`src/rtl/fifo_wr_arbiter_pkg.sv`:
```
// Shared types and default sizes for the FIFO write-side arbiter.
// Also intended for a later read-side scheduler.
package fifo_pkg;

   localparam int DEF_NUM_REQ    = 4;
   localparam int DEF_DATA_WIDTH = 8;

   typedef enum logic {
      IDLE  = 1'b0,
      BURST = 1'b1
   } arb_state_e;

endpackage

```
`src/rtl/fifo_wr_arbiter_if.sv`:
```
// Requester bus plus FIFO write port for the arbiter.
// The master modport is the arbiter side. The slave modport is the producers plus the FIFO.
interface fifo_wr_arbiter_if
   import fifo_pkg::*;
#(
   parameter int NUM_REQ    = DEF_NUM_REQ,
   parameter int DATA_WIDTH = DEF_DATA_WIDTH
);

   localparam int IDX_W = $clog2(NUM_REQ);

   logic [NUM_REQ-1:0]            req;
   logic [NUM_REQ*DATA_WIDTH-1:0] req_data;
   logic [NUM_REQ-1:0]            ack;
   logic                          fifo_wr_en;
   logic [DATA_WIDTH-1:0]         fifo_wr_data;
   logic                          fifo_full;
   logic                          fifo_almost_full;
   logic                          busy;
   logic [IDX_W-1:0]              owner;

   modport master (
      input  req, req_data, fifo_full, fifo_almost_full,
      output ack, fifo_wr_en, fifo_wr_data, busy, owner
   );

   modport slave (
      output req, req_data, fifo_full, fifo_almost_full,
      input  ack, fifo_wr_en, fifo_wr_data, busy, owner
   );

endinterface

```
`src/rtl/fifo_wr_arbiter_rr_pick.sv`:
```
// Rotate-priority encoder. It returns the first set request at rr_ptr, rr_ptr+1, and so on, wrapping modulo NUM_REQ.
// NUM_REQ must be a power of two, so the index wraps by plain truncation.
module rr_pick #(
   parameter int NUM_REQ = 4,
   localparam int IDX_W  = $clog2(NUM_REQ)
) (
   input  logic [NUM_REQ-1:0] req,
   input  logic [IDX_W-1:0]   rr_ptr,
   output logic               valid,
   output logic [IDX_W-1:0]   index
);

   always_comb begin
      logic [IDX_W-1:0] cand;
      // NOTE: every combinational output gets a default first so no path leaves it unassigned (no latch).
      valid = 1'b0;
      index = '0;
      for (int k = 0; k < NUM_REQ; k++) begin
         cand = rr_ptr + IDX_W'(k);
         if (!valid && req[cand]) begin
            valid = 1'b1;
            index = cand;
         end
      end
   end

endmodule

```
`src/rtl/fifo_wr_arbiter.sv`:
```
// Round-robin write arbiter for the byte FIFO, with bounded burst locking.
// A write happens in the same cycle that ack is high.
module fifo_wr_arbiter
   import fifo_pkg::*;
#(
   parameter int NUM_REQ    = DEF_NUM_REQ,
   parameter int DATA_WIDTH = DEF_DATA_WIDTH,
   parameter int BURST_MAX  = 4
) (
   input logic            clk,
   input logic            rst_n,
   fifo_wr_arbiter_if.master bus
);

   localparam int IDX_W = $clog2(NUM_REQ);
   localparam int CNT_W = $clog2(BURST_MAX + 1);
   localparam logic [CNT_W-1:0] BURST_LAST = CNT_W'(BURST_MAX);

   arb_state_e       state, state_n;
   logic [IDX_W-1:0] rr_ptr, rr_ptr_n;
   logic [IDX_W-1:0] owner, owner_n;
   logic [CNT_W-1:0] beat_cnt, beat_n;

   logic             pick_valid;
   logic [IDX_W-1:0] pick_idx;
   logic             grant;
   logic [IDX_W-1:0] gidx;

   rr_pick #(.NUM_REQ(NUM_REQ)) u_pick (
      .req    (bus.req),
      .rr_ptr (rr_ptr),
      .valid  (pick_valid),
      .index  (pick_idx)
   );

   always_comb begin
      state_n  = state;
      rr_ptr_n = rr_ptr;
      owner_n  = owner;
      beat_n   = beat_cnt;
      grant    = 1'b0;
      gidx     = owner;
      unique case (state)
         IDLE: begin
            if (!bus.fifo_full && pick_valid) begin
               grant   = 1'b1;
               gidx    = pick_idx;
               owner_n = pick_idx;
               beat_n  = CNT_W'(1);
               if (BURST_MAX > 1 && !bus.fifo_almost_full)
                  state_n = BURST;
               else
                  rr_ptr_n = pick_idx + IDX_W'(1);
            end
         end
         BURST: begin
            // The owner drops its request: release with a one-cycle bubble.
            if (!bus.req[owner]) begin
               state_n  = IDLE;
               rr_ptr_n = owner + IDX_W'(1);
            end else if (bus.fifo_full) begin
               // A full FIFO keeps the lock. Nobody gets an ack this cycle.
            end else if (beat_cnt >= BURST_LAST) begin
               state_n  = IDLE;
               rr_ptr_n = owner + IDX_W'(1);
            end else begin
               grant  = 1'b1;
               beat_n = beat_cnt + CNT_W'(1);
               // Almost-full lets the owner write one final beat.
               if (bus.fifo_almost_full || beat_n == BURST_LAST) begin
                  state_n  = IDLE;
                  rr_ptr_n = owner + IDX_W'(1);
               end
            end
         end
         default: state_n = IDLE;
      endcase
   end

   // NOTE: state registers use non-blocking assignments, so every flop samples the values from before the edge.
   always_ff @(posedge clk or negedge rst_n) begin
      if (!rst_n) begin
         state    <= IDLE;
         rr_ptr   <= '0;
         owner    <= '0;
         beat_cnt <= '0;
      end else begin
         state    <= state_n;
         rr_ptr   <= rr_ptr_n;
         owner    <= owner_n;
         beat_cnt <= beat_n;
      end
   end

   // The write strobes are gated with rst_n, so they drop as soon as reset asserts.
   always_comb begin
      bus.ack          = '0;
      bus.fifo_wr_data = '0;
      if (grant && rst_n) begin
         bus.ack[gidx]    = 1'b1;
         bus.fifo_wr_data = bus.req_data[gidx*DATA_WIDTH +: DATA_WIDTH];
      end
   end

   assign bus.fifo_wr_en = |bus.ack;
   assign bus.busy       = (state == BURST);
   assign bus.owner      = owner;

endmodule

```
`src/flat_wrapper.sv`:
```
// flat-port wrapper written by rule: the top's interface ports become plain ports
module fifo_wr_arbiter_flat import fifo_pkg::*;
#(
   parameter int NUM_REQ    = DEF_NUM_REQ,
   parameter int DATA_WIDTH = DEF_DATA_WIDTH,
   parameter int BURST_MAX  = 4
)
  (clk, rst_n, bus_req, bus_req_data, bus_fifo_full, bus_fifo_almost_full, bus_ack, bus_fifo_wr_en, bus_fifo_wr_data, bus_busy, bus_owner);
  fifo_wr_arbiter_if #(.NUM_REQ(NUM_REQ), .DATA_WIDTH(DATA_WIDTH)) bus_i ();
  input logic clk;
  input logic rst_n;
  input wire logic [$bits(bus_i.req)-1:0] bus_req;
  input wire logic [$bits(bus_i.req_data)-1:0] bus_req_data;
  input wire logic [$bits(bus_i.fifo_full)-1:0] bus_fifo_full;
  input wire logic [$bits(bus_i.fifo_almost_full)-1:0] bus_fifo_almost_full;
  output wire logic [$bits(bus_i.ack)-1:0] bus_ack;
  output wire logic [$bits(bus_i.fifo_wr_en)-1:0] bus_fifo_wr_en;
  output wire logic [$bits(bus_i.fifo_wr_data)-1:0] bus_fifo_wr_data;
  output wire logic [$bits(bus_i.busy)-1:0] bus_busy;
  output wire logic [$bits(bus_i.owner)-1:0] bus_owner;
  assign bus_i.req = bus_req;
  assign bus_i.req_data = bus_req_data;
  assign bus_i.fifo_full = bus_fifo_full;
  assign bus_i.fifo_almost_full = bus_fifo_almost_full;
  assign bus_ack = bus_i.ack;
  assign bus_fifo_wr_en = bus_i.fifo_wr_en;
  assign bus_fifo_wr_data = bus_i.fifo_wr_data;
  assign bus_busy = bus_i.busy;
  assign bus_owner = bus_i.owner;
  fifo_wr_arbiter #(.NUM_REQ(NUM_REQ), .DATA_WIDTH(DATA_WIDTH), .BURST_MAX(BURST_MAX)) u_core (.clk(clk), .rst_n(rst_n), .bus(bus_i));
endmodule
```
`config.mk`:
```
export PLATFORM = sky130hd
export DESIGN_NAME = fifo_wr_arbiter_flat
export DESIGN_NICKNAME = d
export VERILOG_FILES = /design/src/rtl/fifo_wr_arbiter_pkg.sv /design/src/rtl/fifo_wr_arbiter_if.sv /design/src/rtl/fifo_wr_arbiter_rr_pick.sv /design/src/rtl/fifo_wr_arbiter.sv /design/src/flat_wrapper.sv
export SDC_FILE = /design/constraint.sdc
export NUM_CORES = 1
export LEC_CHECK = 0
export ABC_AREA = 0
export CAP_MARGIN = 15
export CORE_MARGIN = 1
export CORE_UTILIZATION = 40
export DETAILED_ROUTE_END_ITERATION = 6
export PLACE_DENSITY = 0.83
export SYNTH_ARGS = -nofsm -noshare
export SYNTH_HDL_FRONTEND = slang
export SYNTH_HIERARCHICAL = 1
export SYNTH_SLANG_ARGS = --single-unit
```
`constraint.sdc`:
```
create_clock -name clk -period 4.8 [get_ports clk]
set_clock_uncertainty 0.05 [all_clocks]
set_input_delay 0.96 -clock clk [delete_from_list [all_inputs] [get_ports clk]]
set_output_delay 0.96 -clock clk [all_outputs]
set_load 0.05 [all_outputs]
```
Word level (Yosys, flattened, before mapping). Index checks and enable logic that the tools add are counted.

Add/subtract/negate cells: 6. Order comparisons: 8. Equal/unequal tests: 8. Shift operators: 1. Muxes and demuxes: 48. Bitwise logic cells: 1. Reduce and logical (&&, ||, !) cells: 14.

Operator list (number): indexed part select 32 x 6 -> 8 bit (1); 2-to-1 mux 2 bit (12); 2-to-1 mux 1 bit (20); less-than comparator 2 x 3 -> 1 bit, second input constant (6); 2-to-1 mux 3 bit (4); binary-select mux 1 bit (select 2 bit) (5); 2-to-1 mux 8 bit (1); inequality test 2 bit, second input constant (4); AND reduction 4 bit (2); adder 2 x 1 -> 2 bit, second input constant (3); logical AND 1 bit (6); case mux 3 bit (2 select lines) (1); adder 2 bit, second input constant (2); logical NOT 1 bit (4); 2-to-1 mux 4 bit (1); inequality test 4 bit, second input constant (1); case mux 1 bit (2 select lines) (2); case mux 2 bit (2 select lines) (1); OR reduction 4 bit (1); adder 3 x 1 -> 3 bit, second input constant (1); == test 3 bit, second input constant (1); >= comparator 3 bit, second input constant (1); inequality test 3 bit, second input constant (1); demux 1 bit (select 2 bit) (1); 4 further kinds (4).

Flip-flop bits (word level): 8. Bits of input ports: 40. Logic and storage cells: 90.

Depth between registers and ports, before layout.
Depth after elaboration: 21. Mapped depth: 9. Depth with buffers taken out: 7.

Hierarchy. The synthesis kept the hierarchy.

By module, submodules not included: fifo_wr_arbiter (times used 1, cells each 99, area an instance 839.6 sq um, seq. area each 200.2 sq um); rr_pick (times used 1, cells each 15, area an instance 77.6 sq um, seq. area each 0.0 sq um).

Least setup slack after synthesis. OpenSTA, ideal clock, no wires.

Path kind: input to output. Start: input port bus_req[3]. End: output port bus_fifo_wr_data[0]. Data arrival time: 3.072 ns. Data required time: 3.790 ns. Slack: 0.718 ns. Stages on the path: 9. Buffers on the path: 2. Cell sequence: nor2_1 nand3_1 or3b_1 buf_2 mux2i_4 inv_2 buf_2 nand2_1 a221oi_2.

Word-level cells in the longest chain between the ends: 17.

RTL lines: from (decl) (RTL line flat_wrapper.sv:12) `input wire logic [$bits(bus_i.req)-1:0] bus_req;`; binary-select mux 1 bit (select 2 bit) (RTL line fifo_wr_arbiter_rr_pick.sv:20) `if (!valid && req[cand]) begin`; 2-to-1 mux 1 bit (implied by the code) (RTL line fifo_wr_arbiter_rr_pick.sv:20); 2-to-1 mux 1 bit (RTL line fifo_wr_arbiter_rr_pick.sv:20); logical NOT 1 bit (RTL line fifo_wr_arbiter_rr_pick.sv:20); logical AND 1 bit (RTL line fifo_wr_arbiter_rr_pick.sv:20); 2-to-1 mux 1 bit (RTL line fifo_wr_arbiter_rr_pick.sv:20); logical NOT 1 bit (RTL line fifo_wr_arbiter_rr_pick.sv:20); logical AND 1 bit (RTL line fifo_wr_arbiter_rr_pick.sv:20); (+3 left out); 2-to-1 mux 1 bit * (RTL line fifo_wr_arbiter_rr_pick.sv:20); named net u_core.pick_valid (RTL line fifo_wr_arbiter.sv:24) `logic pick_valid;`; logical AND 1 bit * (RTL line fifo_wr_arbiter.sv:45) `if (!bus.fifo_full && pick_valid) begin`; 2-to-1 mux 2 bit * (RTL line fifo_wr_arbiter.sv:45); 2-to-1 mux 2 bit * (RTL line fifo_wr_arbiter.sv:43) `unique case (state)`; named net u_core.gidx[0] (RTL line fifo_wr_arbiter.sv:27) `logic [IDX_W-1:0] gidx;`; indexed part select 32 x 6 -> 8 bit * (RTL line fifo_wr_arbiter.sv:101) `bus.fifo_wr_data = bus.req_data[gidx*DATA_WIDTH +: DATA_WIDTH];`; 2-to-1 mux 8 bit * (RTL line fifo_wr_arbiter.sv:99) `if (grant && rst_n) begin`; to (decl) (RTL line flat_wrapper.sv:18) `output wire logic [$bits(bus_i.fifo_wr_data)-1:0] bus_fifo_wr_data;`.

Mark *: on every way through the listed nets, which the timed path passes. The rest lies on a longest branch. The select of a mux whose other input is x is not followed.

Worst setup path after layout.
Start: input port bus_req[0]. End: output port bus_fifo_wr_data[7].

Word-level cells in the longest chain between the ends: 17.

RTL lines (RTL line): binary-select mux 1 bit (select 2 bit) (fifo_wr_arbiter_rr_pick.sv:20); 2-to-1 mux 1 bit (implied by the code) (fifo_wr_arbiter_rr_pick.sv:20); 2-to-1 mux 1 bit (fifo_wr_arbiter_rr_pick.sv:20); logical NOT 1 bit (fifo_wr_arbiter_rr_pick.sv:20); logical AND 1 bit (fifo_wr_arbiter_rr_pick.sv:20); 2-to-1 mux 1 bit (fifo_wr_arbiter_rr_pick.sv:20); logical NOT 1 bit (fifo_wr_arbiter_rr_pick.sv:20); logical AND 1 bit (fifo_wr_arbiter_rr_pick.sv:20); (+2 left out); logical AND 1 bit (fifo_wr_arbiter_rr_pick.sv:20); 2-to-1 mux 1 bit * (fifo_wr_arbiter_rr_pick.sv:20); named net u_core.pick_valid (fifo_wr_arbiter.sv:24); logical AND 1 bit * (fifo_wr_arbiter.sv:45); 2-to-1 mux 2 bit / 2-to-1 mux 1 bit (equally long branches) (fifo_wr_arbiter.sv:45); 2-to-1 mux 2 bit / case mux 1 bit (2 select lines) (equally long branches) (fifo_wr_arbiter.sv:43); indexed part select 32 x 6 -> 8 bit / logical AND 1 bit (equally long branches) (fifo_wr_arbiter.sv:101, fifo_wr_arbiter.sv:99); 2-to-1 mux 8 bit * (fifo_wr_arbiter.sv:99).

Marked as above.

==> results_dict.tcl <==
set metrics [dict create \
    worst-slew-pin-transition_ps 553 \
    maxSlewViolCount 0 \
    postSynthCellCount 114 \
    antenna_found_initial 0 \
    fin_setup_tns_ps 0 \
    dpl.hpwl_um 2190 \
    status "finished, final reports clean" \
    synthDistinctLibCells 32 \
    path_clk_slew_ps 60 \
    nets 214 \
    synthSimpleGateAreaFrac_pct 20.6 \
    grt_pass1_vias 1082 \
    fin_crit_ps 4540 \
    die_x_um 49.9 \
    crit_start "bus_req[0]" \
    final_cells 196 \
    drt_iter0_drc 16 \
    synthXorXnorAreaFrac_pct 1.91 \
    numCtsBuffers 3 \
    wl_per_cell_um 13.6 \
    slew_headroom_pct 62.4 \
    holdCritStartpoint "u_core/beat_cnt[2]$_DFFE_PN0P_" \
    ioPinCount 56 \
    coreArea_um2 2060 \
    power_mw 0.717 \
    syn2layout_area_growth_pct 64.8 \
    cap_violations 0 \
    clock_sinks 8 \
    ctsHoldBuffers 0 \
    crit_type "input pin to output port" \
    row_count 16 \
    wl_um 2670 \
    ant_nets 0 \
    clkLatencyLatePin_ps 250 \
    htree_num_levels 1 \
    vias 1082 \
    die_h_um 49.9 \
    syn-num-nets 157 \
    cts_tree "done" \
    rsz0062_at_grt "false" \
    first_pass_iters 4 \
    synth_seq_cells 8 \
    synthAdderAreaFrac_pct 4.09 \
    synth_area_um2 917 \
    min_path_cells 2 \
    rr_worst_depth 3 \
    post_cts_buffers 0 \
    final_core_util_pct 73.3 \
    crit_slowest_cell "clkdlybuf4s50_1" \
    drc 0 \
    numPortBuffers 55 \
    place.gp.congestion 0.795 \
    clockRootBuffer "clkbuf_4" \
    num_antenna_cells 0 \
    yosys_warnings 6 \
    worstPathMaxFanout 19 \
    cp_cell_sequence "clkdlybuf4s50_1 -> inv_1 -> nand3_1 -> or3b_1 -> mux2i_4 -> inv_2 -> nand2_1 -> a221oi_2 -> buf_4" \
    syn_avg_cell_area_um2 8.05 \
    end_kind "output port" \
    fillCellCount 163 \
    fmax_ghz 0.220 \
    worstPathRequired_ps 3790 \
    max-vdd-ir-drop_v 0.000279 \
    min_path_type "register to register" \
    synth_top_family_by_area "compound AO/OA/AOI/OAI gates" \
    synthMuxAreaShare_pct 7.23 \
    dieArea_um2 2490 \
    overflow 0 \
    p_leak_nw 0.632 \
    yosysSeqAreaShare_pct 21.8 \
    arrival_ps 3530 \
    cts_buffer_depth 2 \
    setup_violations 0 \
    r2r_start "u_core/bus.busy$_DFF_PN0_" \
    startpoint_type "input pin" \
    grt_max_degree 20 \
    grt_usage_pct 22.0 \
    cp_slowest_stage_delay_ps 540 \
    synth_compound_gate_area_share_pct 34.4 \
    p_per_area_nw_per_um2 474 \
    place_inst 193 \
    min_period_over_period_pct 94.5 \
    hold_violations 0 \
    grt_pass1_wl_um 4240 \
    viasPerCell 5.52 \
    drive_gt1_share_pct 21.3 \
    cts_resized 0 \
    start_util_pct 44.5 \
]
==> power breakdown <==
group          switching, mW  internal [mW]  total (mW)
combinational          0.333          0.203       0.536
sequential            0.0373         0.0930       0.130
clock                 0.0221         0.0286      0.0507
total                  0.393          0.324       0.717
==> cells by family (layout without fill, tap and decap cells) <==
kind of cell,after synthesis,in the layout
AO/OA/AOI/OAI,42,42
XOR/XNOR,2,2
adder cells (fa/ha/maj),3,3
buffers and inverters,19,74
flip-flops,8,8
multiplexers,4,4
AND/OR/NAND/NOR,36,36
==> stage by stage <==
| stage | hold slack [ps] | setup WS [ps] | instance area, um^2 |
|---|---|---|---|
| finish | 512 | 264 | 1510 |
| global placement | 484 | 348 | 1490 |
| global route | 537 | 92.7 | 1510 |
| floorplan | 445 | 718 | 917 |
| detailed placement | 498 | 271 | 1490 |
| CTS | 512 | 252 | 1510 |
==> worst max-delay path, delay by kind of cell <==
family | cells | cell delay (ps)
AO/OA/AOI/OAI | 1 | 290
buffers and inverters | 4 | 1180
multiplexers | 1 | 330
AND/OR/NAND/NOR | 3 | 750
==> placed cells by master, fill, tap and decap left out, drive strengths merged, types with 4 or more instances in the layout <==
| cell | count |
|---|---|
| a221oi | 8 |
| clkdlybuf4s50 | 43 |
| buf | 15 |
| nand2 | 19 |
| dfrtp | 8 |
| o21ai | 5 |
| inv | 13 |
| nor3 | 6 |
| nand3 | 4 |
| a21oi | 20 |
==> registers in the layout, indices dropped and copies added (netlist names) <==
| register | cells |
|---|---|
| u_core/beat_cnt | 3 |
| u_core/bus.owner | 2 |
| u_core/rr_ptr | 2 |
| u_core/bus.busy | 1 |
==> worst paths after layout <==
kind / to / slack, ps
max: bus_fifo_wr_data[7] / 260
min: u_core/beat_cnt[2]$_DFFE_PN0P_ / 510
max reg2reg: u_core/bus.owner[0]$_DFF_PN0_ / 2740
min reg2reg: u_core/beat_cnt[2]$_DFFE_PN0P_ / 510
max in group asynchronous: u_core/rr_ptr[1]$_DFFE_PN0P_ / 3630
min in group asynchronous: u_core/beat_cnt[2]$_DFFE_PN0P_ / 940
==> cell usage after synthesis, drive strengths merged <==
cell     instances  area, um^2
nand3            4        20.0
a2bb2oi          1        8.76
ha               3        37.5
a221oi           8         120
nand3b           1        7.51
o21ai            5        25.0
dfrtp            8         200
nor2b            1        6.26
mux4             1        22.5
xor2             1        8.76
nor2             2        7.51
o211ai           1        7.51
o22ai            2        12.5
or3b             2        20.0
nor3             6        50.1
inv             13        48.8
nand2b           1        6.26
mux2i            2        32.5
a221o            1        10.0
xnor2            1        8.76
a21oi           20         100
o311a            1        10.0
o221ai           1        8.76
buf              6        42.5
mux2             1        11.3
a31oi            2        12.5
nand2           19        71.3
==> final cells by class <==
type | instances | area, um^2 | share of cell area [%]
Multi-Input combinational cell | 87 | 626 | 41.4
Sequential cell | 8 | 200 | 13.2
Tap cell | 27 | 33.8 | 2.24
Inverter | 13 | 48.8 | 3.23
Clock buffer | 3 | 22.5 | 1.49
Timing Repair Buffer | 58 | 581 | 38.4
==> layer usage <==
| metal | GRT usage, % | vias to the layer above | part of all wire [%] |
|---|---|---|---|
| met4 | 7.14 | 0 | 0 |
| met3 | 6.48 | 0 | 9.5 |
| li1 | - | 528 | - |
| met1 | 21.6 | 506 | 37 |
| met2 | 42.8 | 48 | 53 |
| met5 | 0 | - | 0 |
Power figures use the tool's default switching activity.
==> RTL edit: new RTL, config.mk and constraints unchanged <==
`BURST_MAX` is set to 4 in 2 places; all go to 16.
--- a/src/rtl/fifo_wr_arbiter.sv
+++ b/src/rtl/fifo_wr_arbiter.sv
@@ -5,7 +5,7 @@
 #(
    parameter int NUM_REQ    = DEF_NUM_REQ,
    parameter int DATA_WIDTH = DEF_DATA_WIDTH,
-   parameter int BURST_MAX  = 4
+   parameter int BURST_MAX  = 16
 ) (
    input logic            clk,
    input logic            rst_n,
--- a/src/flat_wrapper.sv
+++ b/src/flat_wrapper.sv
@@ -3,7 +3,7 @@
 #(
    parameter int NUM_REQ    = DEF_NUM_REQ,
    parameter int DATA_WIDTH = DEF_DATA_WIDTH,
-   parameter int BURST_MAX  = 4
+   parameter int BURST_MAX  = 16
 )
   (clk, rst_n, bus_req, bus_req_data, bus_fifo_full, bus_fifo_almost_full, bus_ack, bus_fifo_wr_en, bus_fifo_wr_data, bus_busy, bus_owner);
   fifo_wr_arbiter_if #(.NUM_REQ(NUM_REQ), .DATA_WIDTH(DATA_WIDTH)) bus_i ();
Formal check against the unedited RTL: not equivalent (Yosys sat finds a counterexample within 10 cycles, from zero or initial values and one cycle with rst_n low).
==> RTL edit against the original RTL <==
  * Register-to-register slack improved by 0.07 ns
  * Sequential power rose by 25%
  * Clock power is 15% higher
  * Power up 1.0%
  * Synthesized area up 16%
  * Synthesized cell count up 25%
  * Wire length is 27% higher
  * Via count increased by 22%
  * Final area is 17% higher
  * First-iteration DRC count rose by 140%
  * Sequential cell count is 2 higher
  * Worst hold slack worse by 0.031 ns
  * Die area grew 16%
  * Worst setup slack worse by 0.036 ns
==> RTL edit: results (changes against the original RTL) <==
| Metric | Value |
|---|---|
| Tightest Pin Transition | 0.511 ns (-0.0418 ns) |
| Cell Count, Final, Fillers Out | 226 (+15%) |
| Layout Nets | 240 (+12%) |
| Area contributors post-synth | dfrtp_1 23%, a211oi_1 13%, nand2_1 7.7% |
| Post-synthesis mux area share | 0.0305 (-0.0418) |
| Peak VDD IR | 0.327 mV (+17%) |
| Worst hold start | u_core/beat_cnt[0]$_DFFE_PN0P_ |
| Post-Synth XOR/XNOR Area | 0.0164 (-0.00267) |
| Layout fillers | 195 (+20%) |
| WP data arrival | 3.56 ns (+0.03 ns) |
| Status | finished clean |
| Highest Signal Layer | met4 |
| Part of the Yosys area used for sequential elements | 0.235 (+0.0165) |
| Leakage | 0.784 nW (+24%) |
| HPWL reported at the end of detailed placement | 2680 µm (+22%) |
| Multi-Input Combinational | 102 (+17%) |
| Via count | 1,323 (+22%) |
| Unique masters post-synth | 38 (+19%) |
| Gp weighted congestion | 0.815 (+2.6%) |
| M3 GR Usage | 0.0763 (+0.0115) |
| Syn Nets | 184 (+17%) |
| Multi-input gate share of the layout cell area | 0.393 (-0.0204) |
| Drt initial violations | 38 (+22) |
| Gate power share | 0.695 (-0.053) |
| Via count of the first global-routing pass | 1,244 (+15%) |
| Flop2flop setup slack | 2.81 ns (+0.07 ns) |
| Worst hold endpoint | u_core/beat_cnt[0]$_DFFE_PN0P_ |
| Top Registers | u_core/beat_cnt x5, u_core/bus.owner x2, u_core/rr_ptr x2 |
| Yosys reg bits | 10 (+2) |
| R2R depth | 4 (+1) |
| Share of layout cells above drive strength 1 | 0.143 (-0.0702) |
| Slowest CP cell | or3b_1 |
| Placed cells | 223 (+16%) |
| WL/cell | 15.1 µm (+10%) |
| Worst-Skew Late Latency | 0.27 ns (+0.02 ns) |
| Global-route wire length before repair | 5380 µm (+27%) |
| Synth Instances | 142 (+25%) |
| Hold path depth | 1 (-1) |
| Switching Fraction | 0.519 (-0.0290) |
| Worst R2R End | u_core/beat_cnt[3]$_DFFE_PN0P_ |
| Sequential cell area share | 0.142 (+0.00909) |
| Nonclk buf count | 60 (+3.4%) |
| Met3 WL | 341 µm (+34%) |
| RR Startpoint | u_core/bus.owner[1]$_DFF_PN0_ |
[RTL edit: metrics by stage]
stage          setup WS, ns  power, mW   util  hold WS, ns  instance area [µm²]
5_1_grt              0.0332      0.772  0.707        0.517                 1770
2_1_floorplan         0.327      0.476      -        0.441                 1070
3_3_place_gp          0.363      0.642  0.696        0.465                 1740
3_5_place_dp          0.236      0.657  0.696        0.477                 1740
4_1_cts               0.220      0.719  0.705        0.486                 1760
6_report              0.228      0.724  0.707        0.481                 1770
[RTL edit: how the worst max path moves through the flow]
| stage | end | start | slack (ns) |
|---|---|---|---|
| global route | bus_fifo_wr_data[7] | bus_req[0] | 0.03 |
| floorplan | bus_fifo_wr_data[0] | bus_req[0] | 0.33 |
| finish | bus_fifo_wr_data[7] | bus_req[0] | 0.23 |
| CTS | bus_fifo_wr_data[6] | bus_req[0] | 0.22 |
| global placement | bus_fifo_wr_data[4] | bus_req[0] | 0.36 |
| detailed placement | bus_fifo_wr_data[6] | bus_req[0] | 0.24 |
